**src/rtl/pipeline_interlock.sv**
```systemverilog
// Hazard/sequencing controller for the 5-stage no-forwarding pipeline: scoreboard stall, multiply hold, freeze.
// Optional build macro WB_BYPASS_EN: write-through register file, WB slot excluded from the hazard compare.
module pipeline_interlock #(
  parameter int MUL_EXTRA = 2,
  parameter int CNT_W     = 16
) (
  input  logic             CLK,
  input  logic             RST,
  input  logic             freeze,
  input  logic             id_valid,
  input  logic [4:0]       id_a_reg,
  input  logic [4:0]       id_b_reg,
  input  logic             id_uses_a,
  input  logic             id_uses_b,
  input  logic             id_wr_en,
  input  logic [4:0]       id_wr_reg,
  input  logic             id_is_mul,
  output logic             stall_if_id,
  output logic             hold_ex,
  output logic             bubble_ex,
  output logic             bubble_mem,
  output logic             hold_all,
  output logic             mul_busy,
  output logic [CNT_W-1:0] stall_cnt
);

  localparam int MCNT_W = (MUL_EXTRA < 2) ? 1 : $clog2(MUL_EXTRA + 1);
  localparam logic [MCNT_W-1:0] MCNT_LOAD = MCNT_W'(MUL_EXTRA);

`ifdef WB_BYPASS_EN
  localparam logic [2:0] CMP_MASK = 3'b011;
`else
  localparam logic [2:0] CMP_MASK = 3'b111;
`endif

  typedef enum logic {ST_RUN, ST_MUL_WAIT} state_t;

  state_t            r_state;
  state_t            w_state_next;
  logic [MCNT_W-1:0] r_mcnt;
  logic [MCNT_W-1:0] w_mcnt_next;
  logic [CNT_W-1:0]  r_stall_cnt;

  // Slot index 0 = EX, 1 = MEM, 2 = WB.
  logic [2:0] r_slot_v;
  logic [2:0] w_slot_v_next;
  logic [4:0] r_slot_reg [3];
  logic [4:0] w_slot_reg_next [3];

  logic [2:0] w_match_a;
  logic [2:0] w_match_b;
  logic       w_hazard;

  generate
    for (genvar gi = 0; gi < 3; gi++) begin : g_cmp
      assign w_match_a[gi] = r_slot_v[gi] && (r_slot_reg[gi] == id_a_reg);
      assign w_match_b[gi] = r_slot_v[gi] && (r_slot_reg[gi] == id_b_reg);
    end
  endgenerate

  assign w_hazard = id_valid &&
                    ((id_uses_a && (id_a_reg != 5'd0) && |(w_match_a & CMP_MASK)) ||
                     (id_uses_b && (id_b_reg != 5'd0) && |(w_match_b & CMP_MASK)));

  always_comb begin
    stall_if_id     = 1'b0;
    hold_ex         = 1'b0;
    bubble_ex       = 1'b0;
    bubble_mem      = 1'b0;
    hold_all        = 1'b0;
    mul_busy        = (r_state == ST_MUL_WAIT);
    w_state_next    = r_state;
    w_mcnt_next     = r_mcnt;
    w_slot_v_next   = r_slot_v;
    w_slot_reg_next = r_slot_reg;
    if (freeze) begin
      hold_all    = 1'b1;
      stall_if_id = 1'b1;
      hold_ex     = 1'b1;
    end else if (r_state == ST_MUL_WAIT) begin
      stall_if_id        = 1'b1;
      hold_ex            = 1'b1;
      bubble_mem         = 1'b1;
      // The multiply stays in EX; only the slots behind it drain.
      w_slot_v_next      = {r_slot_v[1], 1'b0, r_slot_v[0]};
      w_slot_reg_next[2] = r_slot_reg[1];
      w_mcnt_next        = r_mcnt - 1'b1;
      if (r_mcnt == MCNT_W'(1)) begin
        w_state_next = ST_RUN;
      end
    end else if (w_hazard) begin
      stall_if_id        = 1'b1;
      bubble_ex          = 1'b1;
      w_slot_v_next      = {r_slot_v[1], r_slot_v[0], 1'b0};
      w_slot_reg_next[2] = r_slot_reg[1];
      w_slot_reg_next[1] = r_slot_reg[0];
    end else begin
      w_slot_v_next      = {r_slot_v[1], r_slot_v[0],
                            id_valid && id_wr_en && (id_wr_reg != 5'd0)};
      w_slot_reg_next[2] = r_slot_reg[1];
      w_slot_reg_next[1] = r_slot_reg[0];
      w_slot_reg_next[0] = id_wr_reg;
      if (id_valid && id_is_mul && (MUL_EXTRA > 0)) begin
        w_state_next = ST_MUL_WAIT;
        w_mcnt_next  = MCNT_LOAD;
      end
    end
  end

  always_ff @(posedge CLK) begin
    if (RST) begin
      r_state     <= ST_RUN;
      r_mcnt      <= '0;
      r_stall_cnt <= '0;
      r_slot_v    <= '0;
      for (int i = 0; i < 3; i++) begin
        r_slot_reg[i] <= 5'd0;
      end
    end else begin
      r_state  <= w_state_next;
      r_mcnt   <= w_mcnt_next;
      r_slot_v <= w_slot_v_next;
      for (int i = 0; i < 3; i++) begin
        r_slot_reg[i] <= w_slot_reg_next[i];
      end
      if (!freeze && stall_if_id && (r_stall_cnt != {CNT_W{1'b1}})) begin
        r_stall_cnt <= r_stall_cnt + 1'b1;
      end
    end
  end

  assign stall_cnt = r_stall_cnt;

endmodule

```
**config.mk**
```make
export PLATFORM = sky130hd
export DESIGN_NAME = pipeline_interlock
export DESIGN_NICKNAME = d
export VERILOG_FILES = /design/src/rtl/pipeline_interlock.sv
export SDC_FILE = /design/constraint.sdc
export NUM_CORES = 1
export LEC_CHECK = 0
export BUFFER_PORTS_ARGS = -buffer_cell sky130_fd_sc_hd__buf_4
export CORE_MARGIN = 4
export CORE_UTILIZATION = 54
export DETAILED_ROUTE_END_ITERATION = 7
export PLACE_DENSITY = 0.89
export SLEW_MARGIN = 40
export SYNTH_ARGS = -nofsm -noshare
export SYNTH_HDL_FRONTEND = slang
export SYNTH_SLANG_ARGS = --single-unit
export TNS_END_PERCENT = 100
```
**constraint.sdc**
```tcl
create_clock -name CLK -period 3.2 [get_ports CLK]
set_input_delay 0.48 -clock CLK [delete_from_list [all_inputs] [get_ports CLK]]
set_output_delay 0.48 -clock CLK [all_outputs]
set_load 0.02 [all_outputs]
```
==> results of run 1 <==
## cell usage after synthesis, drive strengths merged
| cell type | count |
|---|---|
| dfxtp | 37 |
| xor2 | 24 |
| nor2 | 22 |
| a21oi | 18 |
| nand2 | 17 |
| mux2i | 12 |
| and3 | 8 |
| o21ai | 8 |
| or3 | 8 |
| nand4 | 7 |
| nor4 | 7 |
| or4 | 7 |
| xnor2 | 6 |
| buf | 5 |
| inv | 5 |
| mux2 | 5 |
| nand3 | 5 |
| nor2b | 5 |
| o31ai | 5 |
| clkbuf | 4 |
| nand2b | 3 |
| nor3 | 3 |
| nor3b | 3 |
| and2 | 2 |
| ha | 2 |
| a21o | 1 |
| a221oi | 1 |
| a311o | 1 |
| a311oi | 1 |
| a31o | 1 |
| clkinv | 1 |
| nor4b | 1 |
| o211ai | 1 |
| o21a | 1 |
| o311ai | 1 |
| or3b | 1 |
## routing by layer
metal,share of wire (%),vias to the layer above,global-route usage [%],routed length [µm]
met2,49,67,35.2,2470
li1,-,940,-,-
met1,42,897,25.6,2130
met3,6.6,13,5.94,336
met4,2.5,0,8.30,126
met5,0,-,0,0
## power by group through the flow
stage               combinational [mW]  sequential (mW)  clock [mW]
global placement                 0.115            0.497           0
detailed placement               0.119            0.497           0
global route                     0.131            0.488       0.349
CTS                              0.120            0.487       0.326
floorplan                       0.0711            0.494           0
finish                           0.120            0.488       0.313
## cells by family after synthesis
family | Yosys count | synth area share [%]
adders and majority gates | 2 | 1.22
AOI/OAI and AO/OA | 39 | 11.9
buffers and inverters | 15 | 3.40
muxes | 17 | 8.57
xor gates and xnor gates | 30 | 12.8
DFF | 37 | 36.0
and+or+nand+nor | 99 | 26.2
## area by class of cell
class	count	area [µm²]
timing repair buffer	45	338
clock buffer	6	72.6
clock inverter	2	10.0
inverter	6	22.5
tap	48	60.1
fill	312	1170
multi-input combinational	187	1250
sequential	37	741
## worst max-delay path, delay by kind of cell (launching register included)
kind,cells,cell delay [ps]
flip-flops,1,470
AO/OA/AOI/OAI,1,550
XOR/XNOR,1,180
buffers and inverters,2,240
AND/OR/NAND/NOR,3,700
## worst max-delay path by stage
stage / start / to / slack [ps] / cells after the start
floorplan: id_a_reg[0] / stall_if_id / 730 / 6
global placement: id_a_reg[0] / stall_if_id / 490 / 7
detailed placement: id_a_reg[0] / stall_if_id / 450 / 7
CTS: r_slot_reg[10]$_SDFFE_PP0P_ / stall_if_id / 300 / 7
global route: r_slot_reg[12]$_SDFFE_PP0P_ / stall_if_id / 110 / 7
finish: r_slot_reg[10]$_SDFFE_PP0P_ / stall_if_id / 300 / 7
## cell usage in the layout, fill, tap and decap left out, types with 6 or more instances in the layout
cell type	instances
buf_4	45
dfxtp_1	37
xor2_1	24
nor2_1	22
a21oi_1	18
nand2_1	17
mux2i_1	12
o21ai_0	8
or3_1	8
nand4_1	7
nor4_1	6
xnor2_1	6
and3_1	6
or4_1	6
==> qor.yml, run 1 <==
status: "completed"
relSlewSlack_pct: 57.6
synthTopCellsByArea: "dfxtp_1 36%, xor2_1 10%, mux2i_1 5.8%, a21oi_1 4.4%, nor2_1 4.0%"
crit_type: "flop to output port"
area_growth_pct: 21.0
cts_tree: "done"
dpl_cell_area_mm2: 0.00241
synth_largest_area_cell: "dfxtp_1"
hpwlAfterDp_um: 3620
crit_path_start_kind: "flop"
start_util_pct: 56.2
grt.overflow.total: 0
clock-sinks: 37
p_switching_uw: 242
cts_max_path_buffers: 2
std_cell_rows: 22
fin_crit_sh_pct: 90.5
grt_usage_pct: 21.1
synth-warning-count: 0
fmax_ghz: 0.345
dr.pass1.iters: 4
die-width_um: 69.7
h-tree-depth: 2
cts_buffers: 5
clkLatencyLatePin_ps: 290
period_minus_slack_ps: 2900
netlist_area_mm2: 0.00206
fin_nets: 307
worstPathRequired_ps: 2720
switching_share_pct: 26.3
hold_slack_ps: 433
diodes: 0
worstReg2RegStart: "r_slot_reg[10]$_SDFFE_PP0P_"
cts_resized: 0
ant_nets: 0
power.internal_uw: 678
vias: 1917
hold_path_depth: 3
ir_drop_uv: 292
power_frac_seq_pct: 53.0
worstReg2RegEnd: "stall_cnt[10]$_SDFFE_PP0P_"
dp_cells: 323
numPortBuffers: 44
grt_pass1_wl_um: 8420
rr_worst_depth: 7
finalNonFillerCells: 331
worst-path-max-fanout: 6
syn_nets: 264
p_comb_share_pct: 13.1
leakage_nw: 1.05
grt_start_max_net_pins: 45
r2r_slack_ps: 620
drive_gt1_share_pct: 22.3
finish.utilization_pct: 68.0
final_hold_viol_count: 0
rsz0062_at_grt: "false"
fin_ws_ps: 303
crit_arrival_ps: 2420
clock_power_share_pct: 34.0
antenna_found_initial: 0
slowest_stage: "o311ai_0"
drt_iter0_markers: 126
wire_per_inst_um: 15.3
dpl_worst_slack_ps: 455
path_cells: "xor2_1, nor4_1, and3_1, o311ai_0, and3_2, inv_1, buf_4"
die_h_um: 69.7
total_power_uw: 921
cts_setup_buffers: 0
drc: 0
slew_viol_final: 0
cap_viol_max_count: 0
synthCells: 239
hold_start: "id_wr_reg[2]"
ys_seq_elements: 37
routed_wl_um: 5060
slowest_delay_ps: 550
fin_area_mm2: 0.00249
io_pins: 45
path_clk_slew_ps: 70
fin_skew_ps: 8.43
fin_setup_tns_ps: 0
core_mm2: 0.00366
tightest_slew_ps: 628
crit_path_end_kind: "output port"
yosysSeqAreaShare_pct: 36.0
synth_top_area_share_pct: 36.0
ctsHoldBuffers: 0
ys_types: 42
setup_violations: 0
whs_endpoint: "r_slot_reg[12]$_SDFFE_PP0P_"
first_global_vias: 1837
cts-root-buf: "clkbuf_8"
vias_per_cell: 5.79
gp_congestion: 0.952
largest_reg_flops: 16
dieArea_mm2: 0.00486
hold_path_class: "input port to flop"
avgSynthCellArea_um2: 8.61
powerDensity_mw_per_mm2: 370
Note: power is estimated with default switching activity, not from simulation.
==> run 2, diff against run 1 <==
--- a/config.mk
+++ b/config.mk
@@ -6,6 +6,7 @@
 export NUM_CORES = 1
 export LEC_CHECK = 0
 export BUFFER_PORTS_ARGS = -buffer_cell sky130_fd_sc_hd__buf_4
+export CAP_MARGIN = 20
 export CORE_MARGIN = 4
 export CORE_UTILIZATION = 54
 export DETAILED_ROUTE_END_ITERATION = 7
==> constraint.sdc (replaced) <==
create_clock -name CLK -period 3.1 [get_ports CLK]
set_input_delay 0.155 -clock CLK [delete_from_list [all_inputs] [get_ports CLK]]
set_output_delay 0.155 -clock CLK [all_outputs]
set_load 0.02 [all_outputs]
==> run 2 against run 1 <==
Sequential power is 3% higher. Hold slack lost 320 ps. First-iteration DRC count up 6.3%. Clock skew decreased by 3.7 ps. Cell area up 1.4%. Critical path depth is the same. Via count is 1.7% lower. Clock power grew 37%. Critical path type is now flop to flop. Largest cell class unchanged. Largest power group unchanged.
==> qor.yml, run 2 (same netlist as run 1, synthesis figures left out) <==
cts_tree: "done"  # unchanged
crit_arrival_ps: 2690  # was 2420 ps
worstReg2RegEnd: "stall_cnt[10]$_SDFFE_PP0P_"  # unchanged
n_fill_cell: 282  # was 312
dr.pass1.iters: 4  # unchanged
crit_type: "flop to flop"  # was flop to output port
routed_wl_um: 5010  # was 5060 µm
regArea_um2: 741  # unchanged
ant_nets: 0  # unchanged
slowest_stage: "nor4_1"  # was o311ai_0
final_hold_viol_count: 0  # unchanged
cts_max_path_buffers: 2  # unchanged
worstPathRequired_ps: 3280  # was 2720 ps
drive_gt1_share_pct: 22.3  # unchanged
slew_viol_final: 0  # unchanged
layout_commonest_cell: "buf_4"  # unchanged
path_cells: "xor2_1, nor4_1, and3_1, o311ai_1, a31o_4, nor4b_1, mux2_2"  # was xor2_1, nor4_1, and3_1, o311ai_0, and3_2, inv_1, buf_4
r2r_slack_ps: 590  # was 620 ps
cap_viol_max_count: 0  # unchanged
drc: 0  # unchanged
grt_pass1_wl_um: 8380  # was 8420 µm
h-tree-depth: 2  # unchanged
antenna_found_initial: 0  # unchanged
fin_setup_tns_ps: 0  # unchanged
ctsHoldBuffers: 0  # unchanged
die_h_um: 69.7  # unchanged
relSlewSlack_pct: 62.6  # was 57.6%
gp_congestion: 0.862  # was 0.952
leakage_nw: 1.07  # was 1.05 nW
io_pins: 45  # unchanged
vias: 1884  # was 1917
hold_path_depth: 3  # unchanged
largest_reg_flops: 16  # unchanged
tightest_slew_ps: 552  # was 628 ps
clkLatencyLatePin_ps: 290  # about the same
wire_per_inst_um: 15.1  # was 15.3 µm
first_global_vias: 1793  # was 1837
fmax_ghz: 0.399
period_minus_slack_ps: 2510
grt_start_max_net_pins: 45  # unchanged
setup_violations: 0  # unchanged
fin_skew_ps: 4.71  # was 8.43 ps
slowest_delay_ps: 400  # was 550 ps
fin_nets: 307  # unchanged
ir_drop_uv: 266  # was 292 µV
worstReg2RegStart: "r_slot_reg[3]$_SDFFE_PP0N_"  # was r_slot_reg[10]$_SDFFE_PP0P_
drt_iter0_markers: 134  # was 126
die-width_um: 69.7  # unchanged
crit_path_end_kind: "flop"  # was output port
grt_usage_pct: 21.0  # was 21.1%
fin_crit_sh_pct: 80.8
std_cell_rows: 22  # unchanged
path_clk_slew_ps: 70  # about the same
core_mm2: 0.00366  # unchanged
status: "completed"  # unchanged
diodes: 0  # unchanged
clock-sinks: 37  # unchanged
start_util_pct: 56.2  # unchanged
powerDensity_mw_per_mm2: 419  # was 370 mW/mm²
rr_worst_depth: 7  # unchanged
hold_start: "id_wr_reg[1]"  # was id_wr_reg[2]
layout_common_cells: "45 x buf_4, 37 x dfxtp_1, 24 x xor2_1"  # unchanged
cts-root-buf: "clkbuf_8"  # unchanged
numPortBuffers: 44  # unchanged
rsz0062_at_grt: "false"  # unchanged
dieArea_mm2: 0.00486  # unchanged
whs_endpoint: "r_slot_reg[11]$_SDFFE_PP0P_"  # was r_slot_reg[12]$_SDFFE_PP0P_
grt.overflow.total: 0  # unchanged
cts_setup_buffers: 0  # unchanged
multi_input_area_mm2: 0.00125  # unchanged
hpwlAfterDp_um: 3610  # was 3620 µm
crit_path_start_kind: "flop"  # unchanged
hold_path_class: "input port to flop"  # unchanged
cts_buffers: 5  # unchanged
worst-path-max-fanout: 25  # was 6
area_growth_pct: 22.7  # was 21.0%
hold_slack_ps: 118  # was 433 ps
vias_per_cell: 5.69  # was 5.79
cts_resized: 0  # unchanged
finish.utilization_pct: 69.0  # was 68.0%
[run 2: changes by cell type in the layout (fill, tap and decap cells not counted), sizes merged]
cell	before	now
bufinv	0	1
clkinv	3	1
clkbuf	6	7
[run 2: worst max-delay path by stage]
stage | start | end | cells past startpoint
detailed placement | r_slot_reg[3]$_SDFFE_PP0N_ | stall_cnt[10]$_SDFFE_PP0P_ | 7
floorplan | r_slot_reg[3]$_SDFFE_PP0N_ | stall_cnt[8]$_SDFFE_PP0P_ | 8
global placement | r_slot_reg[3]$_SDFFE_PP0N_ | stall_cnt[10]$_SDFFE_PP0P_ | 7
CTS | r_slot_reg[4]$_SDFFE_PP0N_ | stall_if_id | 7
global route | r_slot_reg[8]$_SDFFE_PP0P_ | stall_cnt[10]$_SDFFE_PP0P_ | 7
finish | r_slot_reg[3]$_SDFFE_PP0N_ | stall_cnt[10]$_SDFFE_PP0P_ | 7
[run 2: area by class of cell]
cell class,instances,area share (%)
clock buffers,7,3.42
clock inverters,1,1.19
inverters,6,0.892
multi-input cells,187,49.4
flip-flops and latches,37,29.3
well taps,48,2.38
repair buffers,45,13.4
[run 2: worst max-delay path, delay by kind of cell (launching register included)]
| kind | cells | cell delay [ps] |
|---|---|---|
| mux | 1 | 370 |
| flops | 1 | 350 |
| xor+xnor | 1 | 170 |
| compound gates | 2 | 560 |
| simple gates | 3 | 960 |
[run 2: metal layers]
| metal | vias up | GRT usage [%] | part of all wire (%) |
|---|---|---|---|
| li1 | 944 | - | - |
| met1 | 880 | 26.4 | 43 |
| met2 | 52 | 35.9 | 50 |
| met3 | 8 | 5.51 | 5.9 |
| met4 | 0 | 5.11 | 0.92 |
| met5 | - | 0 | 0 |
[run 2: report_power, final]
group / total [mW] / internal (mW) / leakage [nW] / switching [mW]
Sequential: 0.501 / 0.486 / 0.300 / 0.0141
Clock: 0.429 / 0.262 / 0.0585 / 0.167
Combinational: 0.127 / 0.0580 / 0.708 / 0.0690
Total: 1.06 / 0.807 / 1.07 / 0.250
[run 2: metrics by stage]
stage          total power, mW  cell area [µm²]  cells  setup WS [ps]
2_1_floorplan            0.583             2060    239            837
3_3_place_gp             0.632             2410    323            662
3_5_place_dp             0.636             2410    323            616
4_1_cts                   1.06             2520    331            380
5_1_grt                   1.10             2520    331            439
6_report                  1.06             2520    331            594
==> run 3, diff against run 2 <==
==> constraint.sdc (replaced) <==
create_clock -name CLK -period 2.6 [get_ports CLK]
set_input_delay 0.13 -clock CLK [delete_from_list [all_inputs] [get_ports CLK]]
set_output_delay 0.13 -clock CLK [all_outputs]
set_load 0.02 [all_outputs]
==> run 3 against run 2 <==
Die area did not move. Total power rose by 7.5%. Non-clock buffer count rose by 1. Final cell count rose by 0.30%. Sequential cell count did not move. Register-to-register slack got worse by 410 ps. Count of clock-buffer cells in the layout fell by 1. Combinational power rose by 20%. Hold slack got worse by 27 ps. Critical path type unchanged. Largest cell class unchanged. Highest routed layer unchanged.
==> qor.yml, run 3 (same netlist as run 1, synthesis figures left out) <==
status: "completed"  # unchanged
clock-sinks: 37  # unchanged
clock_power_share_pct: 34.1  # was 40.6%
drive_gt1_share_pct: 22.5  # was 22.3%
fin_area_mm2: 0.00250  # was 0.00252 mm²
regArea_um2: 741  # unchanged
leakage_nw: 1.06  # was 1.07 nW
clkLatencyLatePin_ps: 290  # about the same
crit_type: "flop to flop"  # unchanged
area_growth_pct: 21.4  # was 22.7%
vias: 1887  # was 1884
fin_setup_tns_ps: 0  # unchanged
slew_viol_final: 0  # unchanged
die-width_um: 69.7  # unchanged
layout_common_cells: "46 x buf_4, 37 x dfxtp_1, 24 x xor2_1"  # was 45 x buf_4, 37 x dfxtp_1, 24 x xor2_1
cts_tree: "done"  # unchanged
ctsHoldBuffers: 0  # unchanged
power.internal_uw: 836  # was 807 µW
layout_commonest_cell: "buf_4"  # unchanged
worst-path-max-fanout: 25  # unchanged
routed-wl-met2_um: 2360  # was 2510 µm
dpl_cell_area_mm2: 0.00242  # was 0.00241 mm²
crit_arrival_ps: 2600  # was 2690 ps
rsz0062_at_grt: "false"  # unchanged
cts_max_path_buffers: 2  # unchanged
h-tree-depth: 2  # unchanged
fin_nets: 308  # was 307
grt_usage_pct: 20.6  # was 21.0%
vias_per_cell: 5.68  # was 5.69
hold_path_class: "input port to flop"  # unchanged
std_cell_rows: 22  # unchanged
crit_path_end_kind: "flop"  # unchanged
switching_share_pct: 26.4  # was 23.7%
first_global_vias: 1760  # was 1793
p_comb_share_pct: 13.5  # was 12.0%
ir_drop_uv: 341  # was 266 µV
period_minus_slack_ps: 2410  # was 2510 ps
n_fill_cell: 315  # was 282
worstReg2RegStart: "r_slot_reg[14]$_SDFFE_PP0P_"  # was r_slot_reg[3]$_SDFFE_PP0N_
relSlewSlack_pct: 66.1  # was 62.6%
largest_reg_flops: 16  # unchanged
numPortBuffers: 44  # unchanged
dr.pass1.iters: 4  # unchanged
p_switching_uw: 301  # was 250 µW
routed.top_layer: "met4"  # unchanged
fin_crit_sh_pct: 92.9  # was 80.8%
crit_end: "stall_cnt[10]$_SDFFE_PP0P_"  # unchanged
crit_path_start: "r_slot_reg[14]$_SDFFE_PP0P_"  # was r_slot_reg[3]$_SDFFE_PP0N_
grt.overflow.total: 0  # unchanged
io_pins: 45  # unchanged
drc: 0  # unchanged
gp_congestion: 0.846  # was 0.862
powerDensity_mw_per_mm2: 455  # was 419 mW/mm²
met3_wirelength_um: 294  # was 297 µm
worstReg2RegEnd: "stall_cnt[10]$_SDFFE_PP0P_"  # unchanged
tightest_slew_ps: 501  # was 552 ps
fmax_ghz: 0.414  # was 0.399 GHz
cts-root-buf: "clkbuf_8"  # unchanged
path_clk_slew_ps: 70  # about the same
fin_skew_ps: 4.28  # was 4.71 ps
cts_resized: 0  # unchanged
r2r_slack_ps: 190  # was 590 ps
start_util_pct: 56.2  # unchanged
diodes: 0  # unchanged
final_hold_viol_count: 0  # unchanged
dieArea_mm2: 0.00486  # unchanged
cap_viol_max_count: 0  # unchanged
ant_nets: 0  # unchanged
antenna_found_initial: 0  # unchanged
crit_path_start_kind: "flop"  # unchanged
cts_buffers: 5  # unchanged
multi_input_area_mm2: 0.00125  # unchanged
power_frac_seq_pct: 52.4  # was 47.4%
routed_wl_um: 4930  # was 5010 µm
die_h_um: 69.7  # unchanged
wire_per_inst_um: 14.9  # was 15.1 µm
worstPathRequired_ps: 2780  # was 3280 ps
hpwlAfterDp_um: 3600  # was 3610 µm
rr_worst_depth: 7  # unchanged
setup_violations: 0  # unchanged
grt_start_max_net_pins: 45  # unchanged
drt_iter0_markers: 114  # was 134
met1_length_um: 2180  # was 2150 µm
cts_setup_buffers: 0  # unchanged
core_mm2: 0.00366  # unchanged
grt_pass1_wl_um: 8150  # was 8380 µm
run 3: area by class of cell:
class                           instances  share of cell area, %
Clock inverter                          2                  0.401
Tap cell                               48                   2.40
Timing Repair Buffer                   46                   13.8
Clock buffer                            6                   2.90
Sequential cell                        37                   29.6
Multi-Input combinational cell        187                   49.9
Inverter                                6                  0.901
run 3: metrics by stage:
step,worst slack [ps],utilization [%],std cells,power [mW],hold WS (ps)
floorplan,337,-,239,0.695,277
global placement,212,66.0,324,0.756,374
detailed placement,194,66.0,324,0.759,387
CTS,31.3,68.3,332,1.14,84.7
global route,32.3,68.3,332,1.19,93.3
finish,185,68.3,332,1.14,91.5
run 3: how the worst min path moves through the flow:
stage	start	to	depth (start not counted)
after floorplan	id_wr_reg[0]	r_slot_reg[10]$_SDFFE_PP0P_	2
after global placement	id_wr_reg[4]	r_slot_reg[14]$_SDFFE_PP0P_	3
after detailed placement	id_wr_reg[3]	r_slot_reg[13]$_SDFFE_PP0P_	3
after CTS	id_wr_reg[3]	r_slot_reg[13]$_SDFFE_PP0P_	3
after global routing	id_wr_reg[2]	r_slot_reg[12]$_SDFFE_PP0P_	3
final	id_wr_reg[3]	r_slot_reg[13]$_SDFFE_PP0P_	3
run 3: power by group through the flow:
stage               Clock (mW)  Sequential (mW)  Combinational [mW]
floorplan                    0            0.607              0.0875
global placement             0            0.608               0.148
detailed placement           0            0.608               0.151
CTS                      0.392            0.596               0.153
global route             0.427            0.597               0.166
finish                   0.388            0.596               0.153
run 3: critical path, stage by stage, from the launching register on:
cell and delay, ps:
dfxtp_1 360, xor2_1 180, nor4_1 320, nand3_1 150, a311o_1 320, a31o_4 340
nor4b_1 280, mux2_2 360
run 3: metal layers:
metal / track usage (%) / up-vias
met3: 5.80 / 10
met2: 34.9 / 54
met5: 0 / -
met4: 6.60 / 0
li1: - / 944
met1: 25.1 / 879
